**src/rtl/lcd_value_fmt_if.sv**
```systemverilog
// Bus between the value formatter and its requester / LCD driver side.
// Carries the start request and value in, the busy flag from the LCD driver,
// and the character-buffer write port, repaint pulse and ready flag out.
interface lcd_value_fmt_if;
   logic [23:0] value;    // number to display, sampled on an accepted start
   logic        start;    // format-and-display request (pulse or level)
   logic        busy;     // LCD driver busy flag (repaint in progress)
   logic [7:0]  dat;      // ASCII character for the character buffer
   logic [4:0]  addr;     // character-buffer address for dat
   logic        we;       // character-buffer write enable
   logic        repaint;  // one-cycle redraw request to the LCD driver
   logic        ready;    // high only while the formatter is idle

   // Formatter side
   modport slave (
      input  value, start, busy,
      output dat, addr, we, repaint, ready
   );

   // Requester / LCD driver side
   modport master (
      output value, start, busy,
      input  dat, addr, we, repaint, ready
   );
endinterface

```
**src/rtl/lcd_value_fmt.sv**
```systemverilog
// Formats a 24-bit value as a signed 7-digit decimal row and writes it into an LCD character buffer.
// Latency: writes in cycles 25..40 after the start edge, repaint in cycle 42, ready again in cycle 43 (busy low).
// Backpressure: start is only taken while ready; busy stalls only the repaint request, never the writes.
// Ports: CLK12 clock, reset_n async active-low reset, bus (slave modport): value/start/busy in,
//        dat/addr/we/repaint/ready out.
module lcd_value_fmt #(
   parameter int ROW       = 0,     // 0: addresses 0-15, otherwise 16-31
   parameter bit SIGNED_IN = 1'b1   // 1: value is two's complement
) (
   input  logic           CLK12,
   input  logic           reset_n,
   lcd_value_fmt_if.slave bus
);

   localparam logic [4:0] ROW_BASE = (ROW != 0) ? 5'd16 : 5'd0;

   typedef enum logic [2:0] {
      IDLE,
      CONV,
      WRITE,
      WAIT_BUSY,
      REPAINT
   } state_t;

   state_t      state, state_nxt;

   logic [23:0] mag;       // magnitude being shifted out during conversion
   logic [27:0] bcd;       // seven BCD digits, most significant in [27:24]
   logic        neg;       // sign of the captured value
   logic [4:0]  cnt;       // double-dabble iteration counter, 0..23
   logic [4:0]  widx;      // character index; 16 means all writes issued

   logic [7:0]  dat_q;
   logic [4:0]  addr_q;
   logic        we_q;
   logic        repaint_q;

   logic        neg_in;
   logic [23:0] mag_in;
   logic [27:0] bcd_adj;
   logic [51:0] dd_sh;
   logic [6:0]  lead_nz;
   logic        nz;
   logic [2:0]  dig_k;
   logic [3:0]  digit;
   logic [7:0]  char_nxt;

   // Magnitude of the incoming value; negating 0x800000 gives 0x800000,
   // which read as unsigned is the correct magnitude 8388608.
   always_comb begin
      neg_in = SIGNED_IN && bus.value[23];
      mag_in = neg_in ? (~bus.value + 24'd1) : bus.value;
   end

   // One double-dabble step: correct every digit >= 5, then shift {bcd,mag}.
   always_comb begin
      bcd_adj = bcd;
      for (int j = 0; j < 7; j++) begin
         if (bcd[4*j +: 4] >= 4'd5)
            bcd_adj[4*j +: 4] = bcd[4*j +: 4] + 4'd3;
      end
      dd_sh = {bcd_adj[26:0], mag, 1'b0};
   end

   // Character for the current write index. lead_nz[k] is set when digit k
   // or any more significant digit is non-zero, so a clear bit marks a
   // leading zero that is shown as a blank (the units digit never blanks).
   always_comb begin
      nz      = 1'b0;
      lead_nz = '0;
      for (int j = 6; j >= 0; j--) begin
         nz         = nz | (bcd[4*j +: 4] != 4'd0);
         lead_nz[j] = nz;
      end
      dig_k    = 3'(5'd7 - widx);
      digit    = bcd[{dig_k, 2'b00} +: 4];
      char_nxt = 8'h20;
      if (widx == 5'd0)
         char_nxt = neg ? 8'h2D : 8'h2B;
      else if ((widx <= 5'd7) && ((dig_k == 3'd0) || lead_nz[dig_k]))
         char_nxt = {4'h3, digit};
   end

   // State register
   always_ff @(posedge CLK12 or negedge reset_n) begin
      if (!reset_n)
         state <= IDLE;
      else
         state <= state_nxt;
   end

   // Next-state logic. WRITE runs one extra cycle (widx == 16) so that the
   // sixteenth registered write has been taken by the buffer before waiting.
   always_comb begin
      state_nxt = state;
      case (state)
         IDLE:      if (bus.start)       state_nxt = CONV;
         CONV:      if (cnt == 5'd23)    state_nxt = WRITE;
         WRITE:     if (widx == 5'd16)   state_nxt = WAIT_BUSY;
         WAIT_BUSY: if (!bus.busy)       state_nxt = REPAINT;
         REPAINT:                        state_nxt = IDLE;
         default:                        state_nxt = IDLE;
      endcase
   end

   // Datapath and registered outputs
   always_ff @(posedge CLK12 or negedge reset_n) begin
      if (!reset_n) begin
         mag       <= '0;
         bcd       <= '0;
         neg       <= 1'b0;
         cnt       <= '0;
         widx      <= '0;
         dat_q     <= 8'h20;
         addr_q    <= '0;
         we_q      <= 1'b0;
         repaint_q <= 1'b0;
      end else begin
         we_q      <= 1'b0;
         repaint_q <= 1'b0;
         case (state)
            IDLE: begin
               if (bus.start) begin
                  mag  <= mag_in;
                  neg  <= neg_in;
                  bcd  <= '0;
                  cnt  <= '0;
                  widx <= '0;
               end
            end
            CONV: begin
               {bcd, mag} <= dd_sh;
               cnt        <= cnt + 5'd1;
            end
            WRITE: begin
               if (widx != 5'd16) begin
                  we_q   <= 1'b1;
                  dat_q  <= char_nxt;
                  addr_q <= ROW_BASE + widx;
                  widx   <= widx + 5'd1;
               end
            end
            WAIT_BUSY: begin
               if (!bus.busy)
                  repaint_q <= 1'b1;
            end
            default: ;
         endcase
      end
   end

   assign bus.dat     = dat_q;
   assign bus.addr    = addr_q;
   assign bus.we      = we_q;
   assign bus.repaint = repaint_q;
   assign bus.ready   = (state == IDLE);

endmodule

```
**src/flat_wrapper.sv**
```systemverilog
// flat-port wrapper written by rule: the top's interface ports become plain ports
module lcd_value_fmt_flat 
#(
   parameter int ROW       = 0,                                          
   parameter bit SIGNED_IN = 1'b1                                  
)
  (CLK12, reset_n, bus_value, bus_start, bus_busy, bus_dat, bus_addr, bus_we, bus_repaint, bus_ready);
  lcd_value_fmt_if bus_i ();
  input  logic CLK12;
  input  logic reset_n;
  input wire logic [$bits(bus_i.value)-1:0] bus_value;
  input wire logic [$bits(bus_i.start)-1:0] bus_start;
  input wire logic [$bits(bus_i.busy)-1:0] bus_busy;
  output wire logic [$bits(bus_i.dat)-1:0] bus_dat;
  output wire logic [$bits(bus_i.addr)-1:0] bus_addr;
  output wire logic [$bits(bus_i.we)-1:0] bus_we;
  output wire logic [$bits(bus_i.repaint)-1:0] bus_repaint;
  output wire logic [$bits(bus_i.ready)-1:0] bus_ready;
  assign bus_i.value = bus_value;
  assign bus_i.start = bus_start;
  assign bus_i.busy = bus_busy;
  assign bus_dat = bus_i.dat;
  assign bus_addr = bus_i.addr;
  assign bus_we = bus_i.we;
  assign bus_repaint = bus_i.repaint;
  assign bus_ready = bus_i.ready;
  lcd_value_fmt #(.ROW(ROW), .SIGNED_IN(SIGNED_IN)) u_core (.CLK12(CLK12), .reset_n(reset_n), .bus(bus_i));
endmodule
```
**config.mk**
```make
export PLATFORM = sky130hd
export DESIGN_NAME = lcd_value_fmt_flat
export DESIGN_NICKNAME = d
export VERILOG_FILES = /design/src/rtl/lcd_value_fmt_if.sv /design/src/rtl/lcd_value_fmt.sv /design/src/flat_wrapper.sv
export SDC_FILE = /design/constraint.sdc
export NUM_CORES = 1
export LEC_CHECK = 0
export ABC_AREA = 1
export BUFFER_PORTS_ARGS = -buffer_cell sky130_fd_sc_hd__buf_2
export CAP_MARGIN = 20
export CORE_MARGIN = 2
export CORE_UTILIZATION = 55
export DETAILED_ROUTE_END_ITERATION = 16
export PLACE_DENSITY = 0.79
export RECOVER_POWER = 50
export SLEW_MARGIN = 5
export SYNTH_ARGS = -nofsm -noshare
export SYNTH_HDL_FRONTEND = slang
export SYNTH_SLANG_ARGS = --single-unit
```
**constraint.sdc**
```tcl
create_clock -name CLK12 -period 3.2 [get_ports CLK12]
set_input_delay 0.32 -clock CLK12 [delete_from_list [all_inputs] [get_ports CLK12]]
set_output_delay 0.32 -clock CLK12 [all_outputs]
set_load 0.05 [all_outputs]
```
### Word level (Yosys, flattened, before mapping)

Cells that the tools add are included.

* register bits after elaboration: 81
* input port bits: 28
* output and inout bits: 16
* logic and storage cells: 98

* add/sub/neg operators: 11
* $lt $le $gt $ge: 9
* equal/unequal tests: 11
* shift-type cells: 1
* muxes and demuxes: 30
* bitwise gates (word level): 7
* reduce and logical (&&, ||, !) cells: 19

Operators with widths (number)
* 28-bit one-hot mux with 2 select lines: 1
* 24-bit two-way mux: 2
* 24-bit one-hot mux with 2 select lines: 1
* 4-bit by 3-bit >= comparator with 1-bit output, second input constant: 7
* 28-bit two-way mux: 1
* 4-bit nonzero test: 7
* 28-bit by 6-bit variable part select with 4-bit output: 1
* 24-bit by 1-bit adder with 24-bit output, second input constant: 1
* 4-bit by 2-bit adder with 4-bit output, second input constant: 6
* 4-bit two-way mux: 6
* 24-bit NOT: 1
* 5-bit one-hot mux with 2 select lines: 2
* 3-bit two-way mux: 6
* 5-bit two-way mux: 3
* 3-bit one-hot mux with 4 select lines: 1
* 5-bit by 1-bit adder with 5-bit output, second input constant: 2
* 5-bit equality test, second input constant: 2
* 8-bit two-way mux: 1
* 3-bit by 2-bit equality test with 1-bit output, second input constant: 2
* 3-bit logical NOT: 2
* 2-bit by 1-bit inequality test with 1-bit output, second input constant: 3
* 1-bit bitwise OR: 6
* 2-bit AND reduction: 3
* 5-bit by 3-bit <= comparator with 1-bit output, second input constant: 1
* other kinds (14): 20

### Depth between registers and ports, before layout

* depth in word-level cells: 13
* depth in mapped cells: 13
* gate-level depth less buffers: 13

### Worst setup path before layout

No wires, ideal clock.

* path type: flip-flop to flip-flop
* start point: register u_core.widx[0]
* end point: register u_core.widx[4]
* library setup time: 0.077 ns
* arrival: 1.719 ns
* path slack: 1.404 ns
* cell stages (with the launch flop): 13
* buffers on the path: 2
* clock period less this slack: 1.796 ns
* cells stage by stage: dfrtp_1 -> buf_2 -> inv_1 -> buf_2 -> ha_1 -> nand2_1 -> nor2_1 -> nand2_1 -> nand2_2 -> clkinv_1 -> nand4_1 -> o21ai_1 -> a21oi_1

* cells in the longest elaborated chain, start to end: 3
* elaborated cells on any way between the ends: 6
* classes of those cells: 1 x add/sub; 2 x eq/ne; 2 x mux; 1 x reduce/logical

Ends and longest elaborated chain
* start, declared: RTL line lcd_value_fmt.sv:31 `logic [4:0] widx;`
* start signal, assigned: RTL line lcd_value_fmt.sv:140 `widx <= widx + 5'd1;`
* 5-bit by 1-bit adder with 5-bit output or 5-bit inequality test (tied branches): RTL line lcd_value_fmt.sv:140, lcd_value_fmt.sv:136
* 5-bit two-way mux or 2-bit by 1-bit inequality test with 1-bit output (tied branches)
* 5-bit one-hot mux with 2 select lines or 3-bit AND reduction (tied branches)

Parallel ways exist; a longest one is shown, timed or not. The select of a mux whose other input is x is not followed.
A chain may end at the register's enable or synchronous reset.

### Final worst setup path

* start point: register u_core.state[0]
* end point: register u_core.mag[8]

* cells in the longest elaborated chain, start to end: 3
* elaborated cells on any way between the ends: 6
* classes of those cells: 2 x eq/ne; 1 x mux; 3 x reduce/logical

Ends and longest elaborated chain
* start, declared: RTL line lcd_value_fmt.sv:25 `state_t state, state_nxt;`
* start signal, assigned: RTL line lcd_value_fmt.sv:89 `state <= state_nxt;`
* 3-bit by 1-bit equality test with 1-bit output or 3-bit logical NOT (tied branches): RTL line lcd_value_fmt.sv:121 `case (state)`
* 2-bit nonzero test (no line) or 2-bit inequality test (tied branches)
* 2-bit AND reduction (no line)
* end signal, assigned: RTL line lcd_value_fmt.sv:124 `mag <= mag_in;`
* end signal, assigned: RTL line lcd_value_fmt.sv:132 `{bcd, mag} <= dd_sh;`
* end, declared: RTL line lcd_value_fmt.sv:27 `logic [23:0] mag;`

Parallel ways exist; a longest one is shown, timed or not.

==> key figures <==
Power and ir drop
  • Total Power: about 5000 uW
  • Clock power share: 18.0%
  • Max IR drop VDD: 0.343 mV
  • Seq pwr share: a little under a third
  • Net Switching: 2370 uW
  • Comb power frac: 50.6%
  • Int Power: roughly 2800 uW
  • Leakage: 0.00257 uW
  • PwrDens: approximately 950 mW/mm^2
  • Switching Share: between 40% and 50%

Synth
  • Synth cell types: 41
  • Sequential fraction of the synthesis area: 39.5%
  • Xor-xnor portion of the synthesized cell area: around 2.1%
  • Synthesized flop and latch total: 78
  • Synth warnings: 0
  • Post-synth ARST share: between 90% and 100%
  • Compound-gate portion of the synthesized area: 19.1%
  • Number of flops mapped to enable cells by yosys: 0
  • Post-Synthesis Cell Area: between 0.004 and 0.005 sq mm
  • Syn avg cell area: approximately 7.6 sq um
  • Largest family of logic cells by synthesized area: simple AND/OR/NAND/NOR gates
  • Multiplexer share of the synthesized area: 0%
  • Cells after Synth: approximately 650
  • Post-synthesis adder-cell area fraction: 6.59%
  • Simple-Gate Fraction of Synth Area: a little under a quarter
  • Post-synth top flop: dfrtp_1

Global route
  • First-pass GRT wire length: 19.3 mm
  • Antenna violations before repair: 0
  • Gr usage total: 24.0%
  • Largest net degree at the start of global routing: 79
  • Gr ovfl total: 0
  • Vias in the first global route: roughly 4200

Clock network
  • Post-CTS Hold Fix Bufs: 0
  • CTS tree: built
  • H-tree level count: 3
  • Resized cells post-CTS: 0
  • Clock-pin slew on the worst setup and hold paths: ~0.080 ns
  • CTS buffer count: 9
  • Clk root buf: clkbuf_8
  • Max Root-Sink Buffers: 2
  • Postcts setup bufs: 0
  • TritonCTS sink count: a little under 80
  • Clk_lat worst skew: approximately 0.36 ns

Worst setup path
  • CP Max Fanout: 39
  • Critical Path RT: around 3.4 ns
  • Crit path from: u_core.state[0]
  • Arrival @ worst endpoint: between 2 and 3 ns
  • Reg-to-Reg Start: u_core.state[0]
  • Reg2Reg Depth: 9
  • Crit Path Category: register to register
  • CP endpoint kind: register
  • Startpoint class of the critical path: register

Placement
  • Final Wtd Congestion: approximately 0.91
  • Post-DP Area: roughly 0.0051 sq mm
  • Pre-CTS WS: 0.947 ns
  • I/O Buffers: 40
  • Post-DP HPWL: ~8 mm

STA
  • Worst-Margin Slew: 1.90 ns
  • Final period util: between 70% and 80%
  • Final setup margin: around 0.91 ns
  • Unrepaired setup endpoints after global routing: false
  • Slew Viols, Final: about 80
  • Clock Skews: approximately 0.0092 ns
  • Relative slew slack: -26.7%
  • Setup_tns: 0 ns
  • Fmax: 0.436 GHz
  • Final hold slack: around 0.15 ns
  • Final Hold Violating Endpoints: 0
  • Fin crit period: around 2.3 ns
  • Final Setup Violations: 0

Routing
  • # DRC: 0
  • DR vias: 4408
  • Routed Antenna Nets: 0
  • Total wire length: between 10 and 15 mm
  • Wire per inst: around 14 microns
  • Vias per cell: 5.60
  • Pre-antenna DRT Iters: 6
  • First DRT Iteration DRCs: approximately 270

Finish
  • Area Overhead vs Synth: 9.25%
  • Final Cell Area: 0.00539 sq mm
  • Final #Nets: around 730
  • Layout cells sized above 1: between 10% and 20%
  • # diodes: 0

Min path
  • Hold depth: 2
  • Hold_sp: bus_busy
  • Hold WC Path Type: input pin to register

Status
  • Status: complete, but fails checks
  • Failing checks: max-capacitance violations, max-slew violations

Die
  • Top Ports: 44
  • CORE AREA: between 0.008 and 0.009 sq mm
  • Die height: ~99 microns
  • Row cnt: 34
  • Die Width: 98.7 microns
  • DIE AREA: between 0.009 and 0.01 sq mm
  • Starting Density: 56.6%

Flow run
  • Total of max-cap violations: 1
synth_stat cells (4+ instances only):
library cell / count / area share, %
nand2_1: 124 / 9.4
inv_1: 82 / 6.2
dfrtp_1: 78 / 40
o21ai_0: 69 / 7.0
nor2_1: 54 / 4.1
nand3_1: 53 / 5.4
a21oi_1: 27 / 2.7
ha_1: 26 / 6.6
o22ai_1: 21 / 2.7
o211ai_1: 15 / 2.3
xor2_1: 11 / 2.0
buf_2: 9 / 0.91
nand4_1: 9 / 1.1
clkbuf_1: 8 / 0.61
o21bai_1: 7 / 1.1
buf_4: 4 / 0.61
nor3_1: 4 / 0.41
o22ai_2: 4 / 1.0
cell usage in the layout, fill, tap and decap left out, types with 2 or more instances in the layout:
cell type and n:
nand2_1 124, o22ai_2 4, o211ai_1 15, o221ai_1 3, nor4_1 2, a31oi_1 3
conb_1 3, inv_1 82, inv_2 3, o32ai_1 2, nand2_2 3, buf_2 36
bufinv_16 3, o22ai_1 21, nor3_1 4, clkbuf_1 3, clkbuf_8 11, buf_4 2
xor2_1 11, a22o_1 2, o31ai_1 2, a21oi_1 27, nand3_1 53, o21ai_0 69
o21bai_1 7, nor2_1 54, or2_2 3, dfrtp_1 78, nand4_1 9, ha_1 26
kinds of logic (layout without fill, tap and decap cells):
group                    after synthesis  count (layout)
AND/OR/NAND/NOR                      257             257
AO/OA/AOI/OAI                        158             158
buffers and inverters                113             145
flip-flops                            78              78
adder cells (fa/ha/maj)               26              26
XOR/XNOR                              12              12
other                                  2               3
routing by layer:
layer | GRT usage [%] | part of all wire, %
met1 | 32.5 | 46
met2 | 39.1 | 48
met3 | 4.04 | 4.6
met4 | 8.75 | 1.9
met5 | 0 | 0
critical path, cell delays in order (launching register included):
cell      delay [ns]
dfrtp_1         0.39
inv_1           0.16
nand2_2         0.11
nor2_4          0.14
nand2_4         0.16
inv_4           0.21
nor2_8          0.10
inv_2           0.53
o21ai_0         0.16
o21bai_1        0.19
flip-flops by register name (all words and copies together), names as in the netlist:
signal / count
u_core.bus.repaint: 1
u_core.widx: 5
u_core.cnt: 5
u_core.neg: 1
u_core.bus.we: 1
u_core.bus.dat: 5
u_core.state: 3
u_core.bus.addr: 5
u_core.bcd: 28
u_core.mag: 24
stage by stage:
step                      utilization [%]  instances
after floorplan                         -        647
after global placement               59.0        771
after detailed placement             59.0        771
after CTS                            61.9        787
after global routing                 61.9        787
final                                61.9        787
layout make-up:
cell class                 count  area (sq um)
tap                          108           135
multi-input combinational    456          2510
fill                         782          3330
timing repair buffer          42           211
sequential                    78          1950
clock inverter                 5           104
inverter                      87           329
clock buffer                  11           151
power groups by stage:
| stage | registers (uW) | logic, uW | clock network, uW |
|---|---|---|---|
| final | 1620 | 2600 | 927 |
| after global routing | 1660 | 2960 | 987 |
| after CTS | 1620 | 2610 | 938 |
| after detailed placement | 1630 | 2600 | 0 |
| after global placement | 1620 | 2500 | 0 |
| after floorplan | 1730 | 1950 | 0 |
path summary, 6_finish.rpt:
path                                            to  slack, ns
worst max-delay path                 u_core.mag[8]       0.91
worst min-delay path            u_core.bus.repaint       0.15
worst max register to register       u_core.mag[8]       0.91
worst min register to register  u_core.bus.addr[2]       0.49
max in group asynchronous           u_core.bcd[25]       1.59
min in group asynchronous           u_core.bcd[11]       0.47
No activity file was read; power rests on OpenSTA's default activity.
